$ cat config.mk
export PLATFORM = sky130hd
export DESIGN_NAME = ballot_collector
export DESIGN_NICKNAME = d
export VERILOG_FILES = /design/src/rtl/ballot_collector.sv
export SDC_FILE = /design/constraint.sdc
export NUM_CORES = 1
export LEC_CHECK = 0
export ABC_AREA = 1
export CAP_MARGIN = 30
export CORE_ASPECT_RATIO = 0.9
export CORE_UTILIZATION = 55
export CTS_BUF_LIST = sky130_fd_sc_hd__clkbuf_16
export CTS_CLUSTER_SIZE = 25
export DETAILED_ROUTE_END_ITERATION = 16
export PLACE_DENSITY = 0.8
export SYNTH_ARGS = -nofsm -noshare
export SYNTH_HDL_FRONTEND = slang
export SYNTH_SLANG_ARGS = --single-unit
$ cat constraint.sdc
create_clock -name clk -period 2.5 [get_ports clk]
set_clock_uncertainty 0.1 [all_clocks]
set_input_delay 0.5 -clock clk [delete_from_list [all_inputs] [get_ports clk]]
set_output_delay 0.5 -clock clk [all_outputs]
set_load 0.05 [all_outputs]
$ cat src/rtl/ballot_collector.sv
// Ballot collector: synchronises candidate buttons, enforces the poll session
// and one-vote-per-authorisation, and keeps saturating per-candidate tallies.
module ballot_collector #(
    parameter int CNT_W          = 8,
    parameter int LOCKOUT_CYCLES = 4
) (
    input  logic                 clk,
    input  logic                 rst_n,
    input  logic                 open_poll,
    input  logic                 close_poll,
    input  logic                 clear_counts,
    input  logic                 voter_auth,
    input  logic [3:0]           btn,
    output logic [CNT_W-1:0]     cand1,
    output logic [CNT_W-1:0]     cand2,
    output logic [CNT_W-1:0]     cand3,
    output logic [CNT_W-1:0]     cand4,
    output logic [CNT_W+1:0]     total_votes,
    output logic                 vote_ack,
    output logic                 invalid,
    output logic                 armed,
    output logic                 poll_open,
    output logic                 sat
);

    localparam int TOT_W  = CNT_W + 2;
    localparam int LOCK_W = (LOCKOUT_CYCLES > 1) ? $clog2(LOCKOUT_CYCLES) : 1;
    localparam logic [CNT_W-1:0] CNT_MAX = '1;
    localparam logic [TOT_W-1:0] TOT_MAX = '1;

    typedef enum logic [1:0] {
        CLOSED,
        IDLE,
        ARMED,
        COOLDOWN
    } state_t;

    state_t                     r_state;
    logic [3:0]                 r_sync1;
    logic [3:0]                 r_sync2;
    logic [3:0]                 r_prev;
    logic [LOCK_W-1:0]          r_lock;
    logic [3:0][CNT_W-1:0]      r_cnt;
    logic [TOT_W-1:0]           r_total;
    logic                       r_ack;
    logic                       r_inv;
    logic                       r_armed;
    logic                       r_poll_open;
    logic                       r_sat;

    logic [3:0]                 w_edge;
    logic                       w_one_hot;
    logic                       w_multi;

    assign w_edge    = r_sync2 & ~r_prev;
    assign w_one_hot = (w_edge != 4'd0) && ((w_edge & (w_edge - 4'd1)) == 4'd0);
    assign w_multi   = (w_edge != 4'd0) && !w_one_hot;

    // NOTE: sequential state uses non-blocking assignments only, so every flop
    // samples pre-edge values regardless of statement order.
    always_ff @(posedge clk or negedge rst_n) begin
        if (!rst_n) begin
            r_sync1 <= '0;
            r_sync2 <= '0;
            r_prev  <= '0;
        end else begin
            r_sync1 <= btn;
            r_sync2 <= r_sync1;
            r_prev  <= r_sync2;
        end
    end

    // NOTE: the tally registers are architectural outputs, so they take the
    // asynchronous reset like every other flop here.
    always_ff @(posedge clk or negedge rst_n) begin
        if (!rst_n) begin
            r_state     <= CLOSED;
            r_lock      <= '0;
            r_cnt       <= '0;
            r_total     <= '0;
            r_ack       <= 1'b0;
            r_inv       <= 1'b0;
            r_armed     <= 1'b0;
            r_poll_open <= 1'b0;
            r_sat       <= 1'b0;
        end else begin
            r_ack <= 1'b0;
            r_inv <= 1'b0;
            case (r_state)
                CLOSED: begin
                    if (clear_counts) begin
                        r_cnt   <= '0;
                        r_total <= '0;
                        r_sat   <= 1'b0;
                    end
                    if (open_poll && !close_poll) begin
                        r_state     <= IDLE;
                        r_poll_open <= 1'b1;
                    end
                end
                IDLE: begin
                    if (close_poll) begin
                        r_state     <= CLOSED;
                        r_poll_open <= 1'b0;
                    end else if (voter_auth) begin
                        r_state <= ARMED;
                        r_armed <= 1'b1;
                    end
                end
                ARMED: begin
                    if (close_poll) begin
                        r_state     <= CLOSED;
                        r_armed     <= 1'b0;
                        r_poll_open <= 1'b0;
                    end else if (w_one_hot) begin
                        for (int i = 0; i < 4; i++) begin
                            if (w_edge[i]) begin
                                if (r_cnt[i] != CNT_MAX)
                                    r_cnt[i] <= r_cnt[i] + CNT_W'(1);
                                if (r_cnt[i] >= CNT_MAX - CNT_W'(1))
                                    r_sat <= 1'b1;
                            end
                        end
                        if (r_total != TOT_MAX)
                            r_total <= r_total + TOT_W'(1);
                        if (r_total >= TOT_MAX - TOT_W'(1))
                            r_sat <= 1'b1;
                        r_ack   <= 1'b1;
                        r_armed <= 1'b0;
                        r_lock  <= LOCK_W'(LOCKOUT_CYCLES - 1);
                        r_state <= COOLDOWN;
                    end else if (w_multi) begin
                        r_inv <= 1'b1;
                    end
                end
                COOLDOWN: begin
                    if (close_poll) begin
                        r_state     <= CLOSED;
                        r_poll_open <= 1'b0;
                    end else if (r_lock == '0) begin
                        r_state <= IDLE;
                    end else begin
                        r_lock <= r_lock - LOCK_W'(1);
                    end
                end
                default: begin
                    r_state     <= CLOSED;
                    r_armed     <= 1'b0;
                    r_poll_open <= 1'b0;
                end
            endcase
        end
    end

    assign cand1       = r_cnt[0];
    assign cand2       = r_cnt[1];
    assign cand3       = r_cnt[2];
    assign cand4       = r_cnt[3];
    assign total_votes = r_total;
    assign vote_ack    = r_ack;
    assign invalid     = r_inv;
    assign armed       = r_armed;
    assign poll_open   = r_poll_open;
    assign sat         = r_sat;

endmodule

== After elaboration in Yosys (flattened, before gate mapping) ==
Cells that the tools add are included.

* Flip-flop bits (word level): 63
* Bits of input ports: 10
* Output and inout bits: 47
* Logic and storage cells: 139

* $add $sub $neg: 7
* $lt $le $gt $ge: 5
* Eq/ne operators: 29
* Multiplexer cells: 57
* Bitwise logic cells: 3
* Reduce and logical (&&, ||, !) cells: 23

{| class="wikitable"
|+ Operator list
! kind !! number
|-
| $mux 32 || 3
|-
| $mux 8 || 8
|-
| $pmux 32 s2 || 1
|-
| $mux 10 || 4
|-
| $ne 2x2->1 const B || 17
|-
| $add 8x1->8 const B || 4
|-
| $ge 8x8->1 const B || 4
|-
| $ne 8x8->1 const B || 4
|-
| $mux 1 || 25
|-
| $reduce_and 6->1 || 4
|-
| $mux 2 || 10
|-
| $pmux 10 s2 || 1
|-
| $reduce_and 4->1 || 3
|-
| $add 10x1->10 const B || 1
|-
| $ge 10x10->1 const B || 1
|-
| $ne 10x10->1 const B || 1
|-
| $reduce_and 5->1 || 2
|-
| $ne 3x3->1 const B || 3
|-
| $and 4x4->4 || 2
|-
| $pmux 2 s4 || 1
|-
| $pmux 1 s2 || 3
|-
| $reduce_bool 2->1 || 3
|-
| $eq 2x2->1 const B || 2
|-
| $logic_not 2->1 || 2
|-
| other kinds (12) || 15
|}

== Logic depth before layout (Yosys ltp) ==
Gate-level depths: netlist of run 1.

* Word-level depth: 13
* Gate-level depth with buffers: 11
* Depth with buffers taken out: 11

== Worst setup path after synthesis of run 1 ==
OpenSTA, ideal clock, no wires.

* Path kind: reg2reg
* Start: register r_cnt (netlist bit cand4[0])
* End: register r_cnt (netlist bit cand4[0])
* Setup time: 66 ps
* Arrival time: 1706 ps
* Data required time: 2334 ps
* Setup slack: 629 ps
* Cell stages (with the launch flop): 10
* Buffers on the path: 0
* Period minus slack after synthesis: 1871 ps
* Cell sequence: dfrtp_1 > ha_1 > inv_1 > nor2_1 > nand3_2 > nand2_2 > nor2_4 > nand3_4 > nand2_1 > nand2_1

* Word-level cells in the longest chain between the ends: 6
* Elaborated cells between the ends (all ways): 9
* Classes of those cells: add/sub (1); eq/ne (2); mux (5); reduce/logical (1)

{| class="wikitable"
|+ RTL lines
! what !! line !! text
|-
| start, declared || 43 || <nowiki>logic [3:0][CNT_W-1:0] r_cnt;</nowiki>
|-
| start signal, assigned by index || 119 || <nowiki>r_cnt[i] <= r_cnt[i] + CNT_W'(1);</nowiki>
|-
| $add 8x1->8 || 119 ||
|-
| $mux 8 || 118 || <nowiki>if (r_cnt[i] != CNT_MAX)</nowiki>
|-
| $mux 8 || 117 || <nowiki>if (w_edge[i]) begin</nowiki>
|-
| $mux 32 || 115 || <nowiki>end else if (w_one_hot) begin</nowiki>
|-
| $mux 32 || 111 || <nowiki>if (close_poll) begin</nowiki>
|-
| $pmux 32 s2 || 89 || <nowiki>case (r_state)</nowiki>
|}

Parallel ways exist; a longest one is shown, timed or not. The select of a mux whose other input is x is not followed.
A chain may end at the register's enable or synchronous reset.

== Worst setup path after layout of run 1 ==
* Start: register r_total[0] (netlist: total_votes[0])
* End: output total_votes[0]

{| class="wikitable"
|+ RTL lines
! what !! line !! text
|-
| start, declared || 44 || <nowiki>logic [TOT_W-1:0] r_total;</nowiki>
|-
| start signal, assigned || 125 || <nowiki>r_total <= r_total + TOT_W'(1);</nowiki>
|-
| end, declared || 18 || <nowiki>output logic [CNT_W+1:0] total_votes,</nowiki>
|}

No word-level cell between the ends.

==> results of run 1 <==
==> synthesized netlist by cell type, types with 4 or more instances <==
cell type                  number  area, um^2
sky130_fd_sc_hd__xor2_1         8       70.07
sky130_fd_sc_hd__ha_1          11       137.6
sky130_fd_sc_hd__inv_1         53       198.9
sky130_fd_sc_hd__inv_2          4       15.01
sky130_fd_sc_hd__o211ai_1       4       30.03
sky130_fd_sc_hd__nand4_1       23       143.9
sky130_fd_sc_hd__nand3_1       42       210.2
sky130_fd_sc_hd__nor2_1        80       300.3
sky130_fd_sc_hd__nand2_2       11       68.82
sky130_fd_sc_hd__nand2_1      180       675.7
sky130_fd_sc_hd__xnor2_1        8       70.07
sky130_fd_sc_hd__o21ai_1        5       25.02
sky130_fd_sc_hd__dfrtp_1       63        1577
sky130_fd_sc_hd__nand2_4        6       67.56
sky130_fd_sc_hd__o21bai_1       4       30.03
sky130_fd_sc_hd__clkbuf_1       4       15.01
==> cells by family (layout without fill, tap and decap cells) <==
family | count (synthesis) | after routing | share of synthesized area
fa+ha+maj | 11 | 11 | 0.03547
buf+inv | 69 | 135 | 0.07513
simple gates | 356 | 356 | 0.4166
xor+xnor | 16 | 16 | 0.03612
flops | 63 | 63 | 0.4063
compound gates | 19 | 19 | 0.03031
==> worst max-delay path by stage <==
stage,startpoint,endpoint,cells after the start
after global routing,cand4[0],cand4[0],1
after detailed placement,close_poll,total_votes[1],7
final,total_votes[0],total_votes[0],1
after CTS,total_votes[0],total_votes[0],1
after floorplan,cand4[0],cand4[0],9
after global placement,close_poll,total_votes[1],7
==> layout make-up <==
class | instances | area share
timing repair buffer | 61 | 0.1266
multi-input combinational | 402 | 0.4206
clock inverter | 7 | 0.006539
tap | 90 | 0.02354
clock buffer | 9 | 0.04708
inverter | 58 | 0.04604
sequential | 63 | 0.3296
==> where the power goes <==
part	switching (mW)	internal, mW	total, mW	leakage (nW)
combinational	0.873	0.335	1.21	1.36
sequential	0.119	1.11	1.23	0.838
clock	0.417	0.651	1.07	0.135
==> registers in the layout, indices dropped and copies added, names as in the netlist <==
name         cells
cand2            8
r_lock           2
r_sync2          4
vote_ack         1
invalid          1
sat              1
total_votes     10
r_state          2
armed            1
cand3            8
r_sync1          4
cand4            8
cand1            8
r_prev           4
poll_open        1
==> routing by layer <==
| metal | GRT usage | vias up |
|---|---|---|
| met3 | 0.04537 | 13 |
| met5 | 0 | - |
| met2 | 0.4061 | 86 |
| li1 | - | 1815 |
| met1 | 0.3438 | 1690 |
| met4 | 0.08710 | 0 |
==> stage by stage <==
stage	power [mW]	area [um^2]	utilization	setup slack, ps	hold slack (ps)
4_1_cts	3.528	4783	0.7148	198.2	105.2
3_3_place_gp	2.416	4527	0.6765	349.2	236.3
3_5_place_dp	2.445	4527	0.6765	300.9	236.2
2_1_floorplan	2.128	3880	-	628.6	104.4
5_1_grt	3.696	4783	0.7148	165.6	114.8
6_report	3.508	4783	0.7148	198.5	81.01
==> impl_metrics.tcl, run 1 <==
set metrics [dict create \
    status "finished clean" \
    finalNonFillerCells 690 \
    port-buffer-count 56 \
    dr_total_vias 3604 \
    num-nets-final 616 \
    register_area_um2 1577 \
    r2r_end "cand4[0]" \
    grt_usage 0.2513 \
    routed.top_layer "met4" \
    timing.final.crit_share 0.9206 \
    clk_root_buffer_cell "sky130_fd_sc_hd__clkbuf_16" \
    grt_pass1_vias 3232 \
    initial_antenna_violation_count 0 \
    post_synth_design_cell_area_um2 3880 \
    syn_nets 555 \
    leading_cell_types_in_the_layout_fill_and_taps_excluded "sky130_fd_sc_hd__nand2_1 (180), sky130_fd_sc_hd__nor2_1 (80), sky130_fd_sc_hd__dfrtp_1 (63)" \
    slew_worst_pin_ps 510.7 \
    grt_setup_unrepaired "false" \
    post_cts_hold_buffer_count 0 \
    detailroute.wirelength.met2_mm 4.022 \
    drv.max_cap_violation_count 0 \
    max-slew-margin-rel 0.6585 \
    clock_insertion_delay_worst_skew_ps 320 \
    final-hold-violation-count 0 \
    finalCriticalPeriod_ps 2302 \
    viasPerCell 5.223 \
    vdd_ir_drop_max_v 0.0006912 \
    cts-root-to-sink-buffers 2 \
    place.gp.congestion 0.8793 \
    setup-violations-final 0 \
    post_synth_num_cell_types 31 \
    post_synth_edffs 0 \
    type_of_element_capturing_the_critical_path "output pin" \
    multi_input_comb_area_um2 2012 \
    crit_slowest_cell "sky130_fd_sc_hd__clkdlybuf4s50_1" \
    synth_flop_cell "sky130_fd_sc_hd__dfrtp_1" \
    cp_data_required_time_ps 1900 \
    crit_path_max_fanout 8 \
    initial_utilization 0.5798 \
    post_cts.repair.setup_buffers 0 \
    chipHeight_um 81.68 \
    rr_startpoint "r_state[1]" \
    ff2ff_setup_slack_ps 580 \
    detail_route.wirelength.met1_mm 4.129 \
    placementRows 28 \
    grt_ovf 0 \
    routed-wl-met3_um 376 \
    timing.critical_path.slowest_cell_delay_ps 860 \
    synth-seq-area-share 0.4063 \
    synth_warnings 0 \
    crit_arrival_ps 1700 \
    i_o_pins 57 \
    detail-route-antenna-nets 0 \
    fill_cells 519 \
    crit_chain "clkdlybuf4s50_1" \
    placed_cells_incl_taps 674 \
    synthesis.area_per_instance_um2 7.266 \
    critical-path-top-delay-family "buffers and inverters" \
    clock_tree.htree_level_count 3 \
    cts_made_buffers 9 \
    post_cts.resized_instances 0 \
    post_detailed_placement_half_perimeter_wirelength_mm 6.042 \
    drt_first_pass_iters 4 \
    count_of_inserted_antenna_diode_cells 0 \
    drc 0 \
    netlist_instances 534 \
    die_width_um 90.54 \
    wl_per_instance_um 12.53 \
    clk_pin_slew_worst_paths_ps 50 \
    routed_wirelength_mm 8.646 \
    wire_length_of_the_first_global_routing_pass_mm 14.77 \
    drive_above_1_share 0.08500 \
    worstSetupStartpointType "flop" \
    coreArea_um2 6691 \
    p_leak_nw 2.336 \
    critical_path_class "reg -> out" \
    drv_slew 0 \
    initialDrtViolationCount 176 \
    synth-seq-cells 63 \
    clock_sinks 63 \
    floorplan.die_area_um2 7395 \
    timing.reg2reg.worst_path_depth 9 \
    max_clock_freq_mhz 434.5 \
    area_growth_syn_to_layout_pct 23.28 \
    critical_path.n_buffers_inverters 1 \
    hold_path.class "in -> async" \
    final_common_cell "sky130_fd_sc_hd__nand2_1" \
    power_density_nw_per_um2 733.4 \
    postSynth.asyncResetShare 1.000 \
    largest_net_degree_at_the_start_of_global_routing 64 \
    final.setup.tns_ps 0 \
    clock_tree_from_tritoncts "done" \
]
Note: power is estimated with default switching activity, not from simulation.
==> inputs of run 2 (changes only) <==
- CORE_UTILIZATION: 55 -> 50
- PLACE_DENSITY: 0.8 -> 0.76
- clock period: 2.5 -> 2.1 ns (I/O delays scaled with it)
==> run 2 against run 1 <==
The run now ends with DRC left. Worst setup slack worse by 170 ps. Cell area is 1.2% lower. Non-clock buffer count is 4 higher. Clock power is 16% higher. Critical endpoint is now cand2[7].
==> impl_metrics.tcl, run 2 (synthesis gave the netlist of run 1 again) <==
set metrics [dict create \
    status "finished with violations" \
    violations "DRC" \
    hold_slack_ps 5.059 \
    detail-route-antenna-nets 0 \
    crit_slowest_cell "sky130_fd_sc_hd__clkdlybuf4s50_1" \
    crit_path_max_fanout 4 \
    max-slew-margin-rel 0.6627 \
    timing.final.crit_share 0.9848 \
    final_common_cell "sky130_fd_sc_hd__nand2_1" \
    post_detailed_placement_half_perimeter_wirelength_mm 6.137 \
    wire_length_of_the_first_global_routing_pass_mm 14.99 \
    cts-root-to-sink-buffers 2 \
    max_clock_freq_mhz 483.5 \
    finalCriticalPeriod_ps 2068 \
    fill_cells 665 \
    vdd_ir_drop_max_v 0.0007234 \
    clock_sinks 63 \
    critical_path_class "reg -> out" \
    final-hold-violation-count 0 \
    wl_per_instance_um 12.70 \
    cts_made_buffers 9 \
    drc 1 \
    dr_total_vias 3630 \
    leading_cell_types_in_the_layout_fill_and_taps_excluded "sky130_fd_sc_hd__nand2_1 (180), sky130_fd_sc_hd__nor2_1 (80), sky130_fd_sc_hd__dfrtp_1 (63)" \
    timing.critical_path.slowest_cell_delay_ps 830 \
    p_leak_nw 2.480 \
    critical-path-top-delay-family "buffers and inverters" \
    grt_ovf 0 \
    utilization 0.6262 \
    grt_pass1_vias 3230 \
    crit_arrival_ps 1550 \
    initial_antenna_violation_count 0 \
    drt_first_pass_iters 12 \
    drv.max_cap_violation_count 0 \
    clock_insertion_delay_worst_skew_ps 320 \
    num-nets-final 620 \
    floorplan.die_area_um2 8117 \
    die_width_um 94.86 \
    r2r_end "total_votes[6]" \
    worst_case_setup_margin_in_the_final_layout_ps 31.93 \
    place.gp.congestion 0.8904 \
    i_o_pins 57 \
    grt_usage 0.2375 \
    post_cts.repair.setup_buffers 0 \
    ff2ff_setup_slack_ps 270 \
    worstSetupStartpointType "flop" \
    clk_root_buffer_cell "sky130_fd_sc_hd__clkbuf_16" \
    initial_utilization 0.5143 \
    post_cts.resized_instances 3 \
    clock_tree.htree_level_count 3 \
    post_cts_hold_buffer_count 0 \
    setup-violations-final 0 \
    crit_chain "clkdlybuf4s50_1" \
    slew_worst_pin_ps 505.2 \
    placed_cells_incl_taps 684 \
    chipHeight_um 85.57 \
    largest_net_degree_at_the_start_of_global_routing 64 \
    initialDrtViolationCount 154 \
    type_of_element_capturing_the_critical_path "output pin" \
    count_of_inserted_antenna_diode_cells 0 \
    max_ffs_per_register 10 \
    area_growth_syn_to_layout_pct 21.77 \
    routed_wirelength_mm 8.855 \
    finalNonFillerCells 697 \
    placementRows 30 \
    port-buffer-count 56 \
    timing.reg2reg.worst_path_depth 8 \
    clk_pin_slew_worst_paths_ps 50 \
    clock_tree_from_tritoncts "done" \
    viasPerCell 5.208 \
    critical_path.n_buffers_inverters 1 \
    hold_path.class "in -> async" \
    power_density_nw_per_um2 879.4 \
    rr_startpoint "r_state[1]" \
    drive_above_1_share 0.1431 \
    drv_slew 0 \
    coreArea_um2 7545 \
    cp_data_required_time_ps 1580 \
    grt_setup_unrepaired "false" \
    pre_cts_ws_ps 87.59 \
    final.setup.tns_ps 0 \
]
run 2: cell count changes in the layout (fill, tap and decap cells not counted), sizes merged:
cell / change
clkinv: -2
dlygate4sd2: +3
dlymetal6s2s: +3
inv: -1
buf: +38
clkdlybuf4s50: -40
run 2: stage by stage:
| step | area [um^2] | power (mW) |
|---|---|---|
| 6_report | 4725 | 4.155 |
| 5_1_grt | 4725 | 4.381 |
| 3_3_place_gp | 4479 | 2.890 |
| 3_5_place_dp | 4479 | 2.931 |
| 2_1_floorplan | 3880 | 2.533 |
| 4_1_cts | 4717 | 4.172 |
run 2: where the power goes:
| part | switching [mW] | leakage [nW] | internal, mW |
|---|---|---|---|
| registers | 0.117 | 0.838 | 1.33 |
| clock network | 0.477 | 0.120 | 0.761 |
| logic | 1.06 | 1.52 | 0.410 |
| total | 1.66 | 2.48 | 2.50 |
run 2: layout make-up:
cell class,instances,area [um^2],area share
Clock inverter,4,16.27,0.003443
Timing Repair Buffer,65,554.3,0.1173
Clock buffer,9,225.2,0.04767
Inverter,58,220.2,0.04661
Tap cell,96,120.1,0.02542
Multi-Input combinational cell,402,2012,0.4258
Sequential cell,63,1577,0.3337
run 2: worst max-delay path by stage:
stage               start             end  depth (start not counted)
5_1_grt          cand4[7]        cand4[7]                          1
2_1_floorplan    cand4[0]        cand4[0]                          9
3_3_place_gp   close_poll      r_state[1]                          9
4_1_cts          cand3[7]        cand3[7]                          1
3_5_place_dp   close_poll  total_votes[6]                          7
6_report         cand2[7]        cand2[7]                          1
run 2: routing by layer:
metal | GRT usage | vias to the layer above | part of all wire
met5 | 0 | - | 0
li1 | - | 1815 | -
met4 | 0.08127 | 0 | 0.012
met3 | 0.04965 | 10 | 0.046
met2 | 0.3682 | 96 | 0.48
met1 | 0.3314 | 1709 | 0.47
==> inputs of run 3 (changes only) <==
- RECOVER_POWER: default -> 50
==> run 3 against run 2 <==
The run ends with DRC, capacitance limit, slew limit left. First-iteration DRC count is 0.65% higher. Cell count stayed put. Clock-buffer cell count stayed put. Utilization is 0.50 points lower. Global-route usage stayed put. Sequential share of layout area is 0.27 points higher. Hold slack better by 240 ps. Critical endpoint unchanged. Largest power group unchanged. Highest routed layer unchanged.
==> impl_metrics.tcl, run 3 (synthesis gave the netlist of run 1 again) <==
set metrics [dict create \
    critical_path.n_buffers_inverters 1 \
    critical-path-top-delay-family "buffers and inverters" \
    p_leak_nw 2.450 \
    final_common_cell "sky130_fd_sc_hd__nand2_1" \
    cp-startpoint "cand2[7]" \
    utilization 0.6212 \
    cp_data_required_time_ps 1580 \
    cts-root-to-sink-buffers 2 \
    pwr-share-seq 0.348 \
    drt_first_pass_iters 11 \
    grt_pass1_vias 3230 \
    count_of_inserted_antenna_diode_cells 0 \
    port-buffer-count 56 \
    setup-violations-final 0 \
    status "finished with violations" \
    timing.reg2reg.worst_path_depth 8 \
    initial_utilization 0.5143 \
    wire_length_of_the_first_global_routing_pass_mm 14.99 \
    finalNonFillerCells 697 \
    crit_path_end "cand2[7]" \
    crit_chain "clkdlybuf4s50_1" \
    critical_path_class "reg -> out" \
    detail-route-antenna-nets 0 \
    timing.critical_path.slowest_cell_delay_ps 830 \
    max_ffs_per_register 10 \
    p_clk_frac 0.299 \
    clock_insertion_delay_worst_skew_ps 320 \
    clock_tree_from_tritoncts "done" \
    timing.critical_path.depth 1 \
    internal-power_mw 2.491 \
    comb_power_share 0.353 \
    clk_pin_slew_worst_paths_ps 50 \
    num-nets-final 620 \
    dr_total_vias 3617 \
    power_density_nw_per_um2 884.5 \
    chipHeight_um 85.57 \
    r2r_end "total_votes[6]" \
    worstHoldStart "r_sync1[2]" \
    drv.max_cap_violation_count 1 \
    clock_sinks 63 \
    max-slew-margin-rel -0.02194 \
    vdd_ir_drop_max_v 0.0007236 \
    placementRows 30 \
    sw_frac_of_total 0.3991 \
    drv_slew 64 \
    rr_startpoint "r_state[1]" \
    area_growth_syn_to_layout_pct 20.80 \
    i_o_pins 57 \
    viasPerCell 5.189 \
    drc 1 \
    post_cts.repair.setup_buffers 0 \
    initialDrtViolationCount 155 \
    coreArea_um2 7545 \
    max_clock_freq_mhz 483.6 \
    grt_ovf 0 \
    clock_tree.htree_level_count 3 \
    initial_antenna_violation_count 0 \
    power.switching_mw 1.655 \
    drive_above_1_share 0.1331 \
    grt_usage 0.2375 \
    hold_slack_ps 245.8 \
    die_width_um 94.86 \
    cts_made_buffers 9 \
    crit_arrival_ps 1550 \
    timing.final.crit_share 0.9847 \
    final.setup.tns_ps 0 \
    type_of_element_capturing_the_critical_path "output pin" \
    hold_path.class "reg -> reg" \
    floorplan.die_area_um2 8117 \
    violations "DRC, capacitance limit, slew limit" \
    final-hold-violation-count 0 \
    routed_wirelength_mm 8.810 \
    placed_cells_incl_taps 684 \
    fill_cells 677 \
    finalInstanceArea_um2 4687 \
    post_detailed_placement_half_perimeter_wirelength_mm 6.137 \
    finalCriticalPeriod_ps 2068 \
    crit_slowest_cell "sky130_fd_sc_hd__clkdlybuf4s50_1" \
    worstSetupStartpointType "flop" \
    place.gp.congestion 0.8904 \
    pre_cts_ws_ps 87.59 \
    crit_path_max_fanout 4 \
    wl_per_instance_um 12.64 \
    leading_cell_types_in_the_layout_fill_and_taps_excluded "sky130_fd_sc_hd__nand2_1 (180), sky130_fd_sc_hd__nor2_1 (80), sky130_fd_sc_hd__dfrtp_1 (63)" \
    grt_setup_unrepaired "false" \
    worst_case_setup_margin_in_the_final_layout_ps 32.22 \
    placed_cell_area_um2 4479 \
    clk_root_buffer_cell "sky130_fd_sc_hd__clkbuf_16" \
    ff2ff_setup_slack_ps 270 \
    largest_net_degree_at_the_start_of_global_routing 64 \
    slew_worst_pin_ps 1533 \
    p_total_mw 4.146 \
]
run 3: cell count changes in the layout (fill, tap and decap cells not counted):
cell and delta:
sky130_fd_sc_hd__buf_12 -1, sky130_fd_sc_hd__buf_4 -6, sky130_fd_sc_hd__clkbuf_1 +6, sky130_fd_sc_hd__clkbuf_2 +1, sky130_fd_sc_hd__clkdlybuf4s50_1 -5, sky130_fd_sc_hd__dlygate4sd3_1 +5
run 3: cell type report:
class | instances | area (um^2) | area share
inverter | 58 | 220.2 | 0.04698
clock inverter | 4 | 16.27 | 0.003470
timing repair buffer | 65 | 516.7 | 0.1103
tap | 96 | 120.1 | 0.02563
clock buffer | 9 | 225.2 | 0.04805
multi-input combinational | 402 | 2012 | 0.4293
sequential | 63 | 1577 | 0.3364
run 3: timing repair:
item	4_1_cts	5_1_grt
endpoints found under the setup margin	3	3
hold buffers	0	0
resized for setup	3	3
cloned	0	0
run 3: worst min-delay path by stage:
stage	endpoint	slack [ps]	cells past startpoint
global route	r_sync2[2]	260	0
global placement	r_sync2[0]	230	0
CTS	cand2[4]	20	2
detailed placement	r_sync2[0]	230	0
floorplan	armed	20	0
finish	r_sync2[2]	250	0
run 3: routing by layer:
| layer | global-route usage | wire length, um | share of wire |
|---|---|---|---|
| met1 | 0.3314 | 4135 | 0.47 |
| met2 | 0.3682 | 4160 | 0.47 |
| met3 | 0.04965 | 411 | 0.047 |
| met4 | 0.08127 | 103 | 0.012 |
| met5 | 0 | 0 | 0 |
run 3: power groups by stage:
stage | clock network (mW) | registers (mW) | logic, mW
floorplan | 0 | 1.65 | 0.887
global placement | 0 | 1.46 | 1.43
detailed placement | 0 | 1.46 | 1.47
CTS | 1.26 | 1.44 | 1.47
global route | 1.31 | 1.46 | 1.61
finish | 1.24 | 1.44 | 1.46
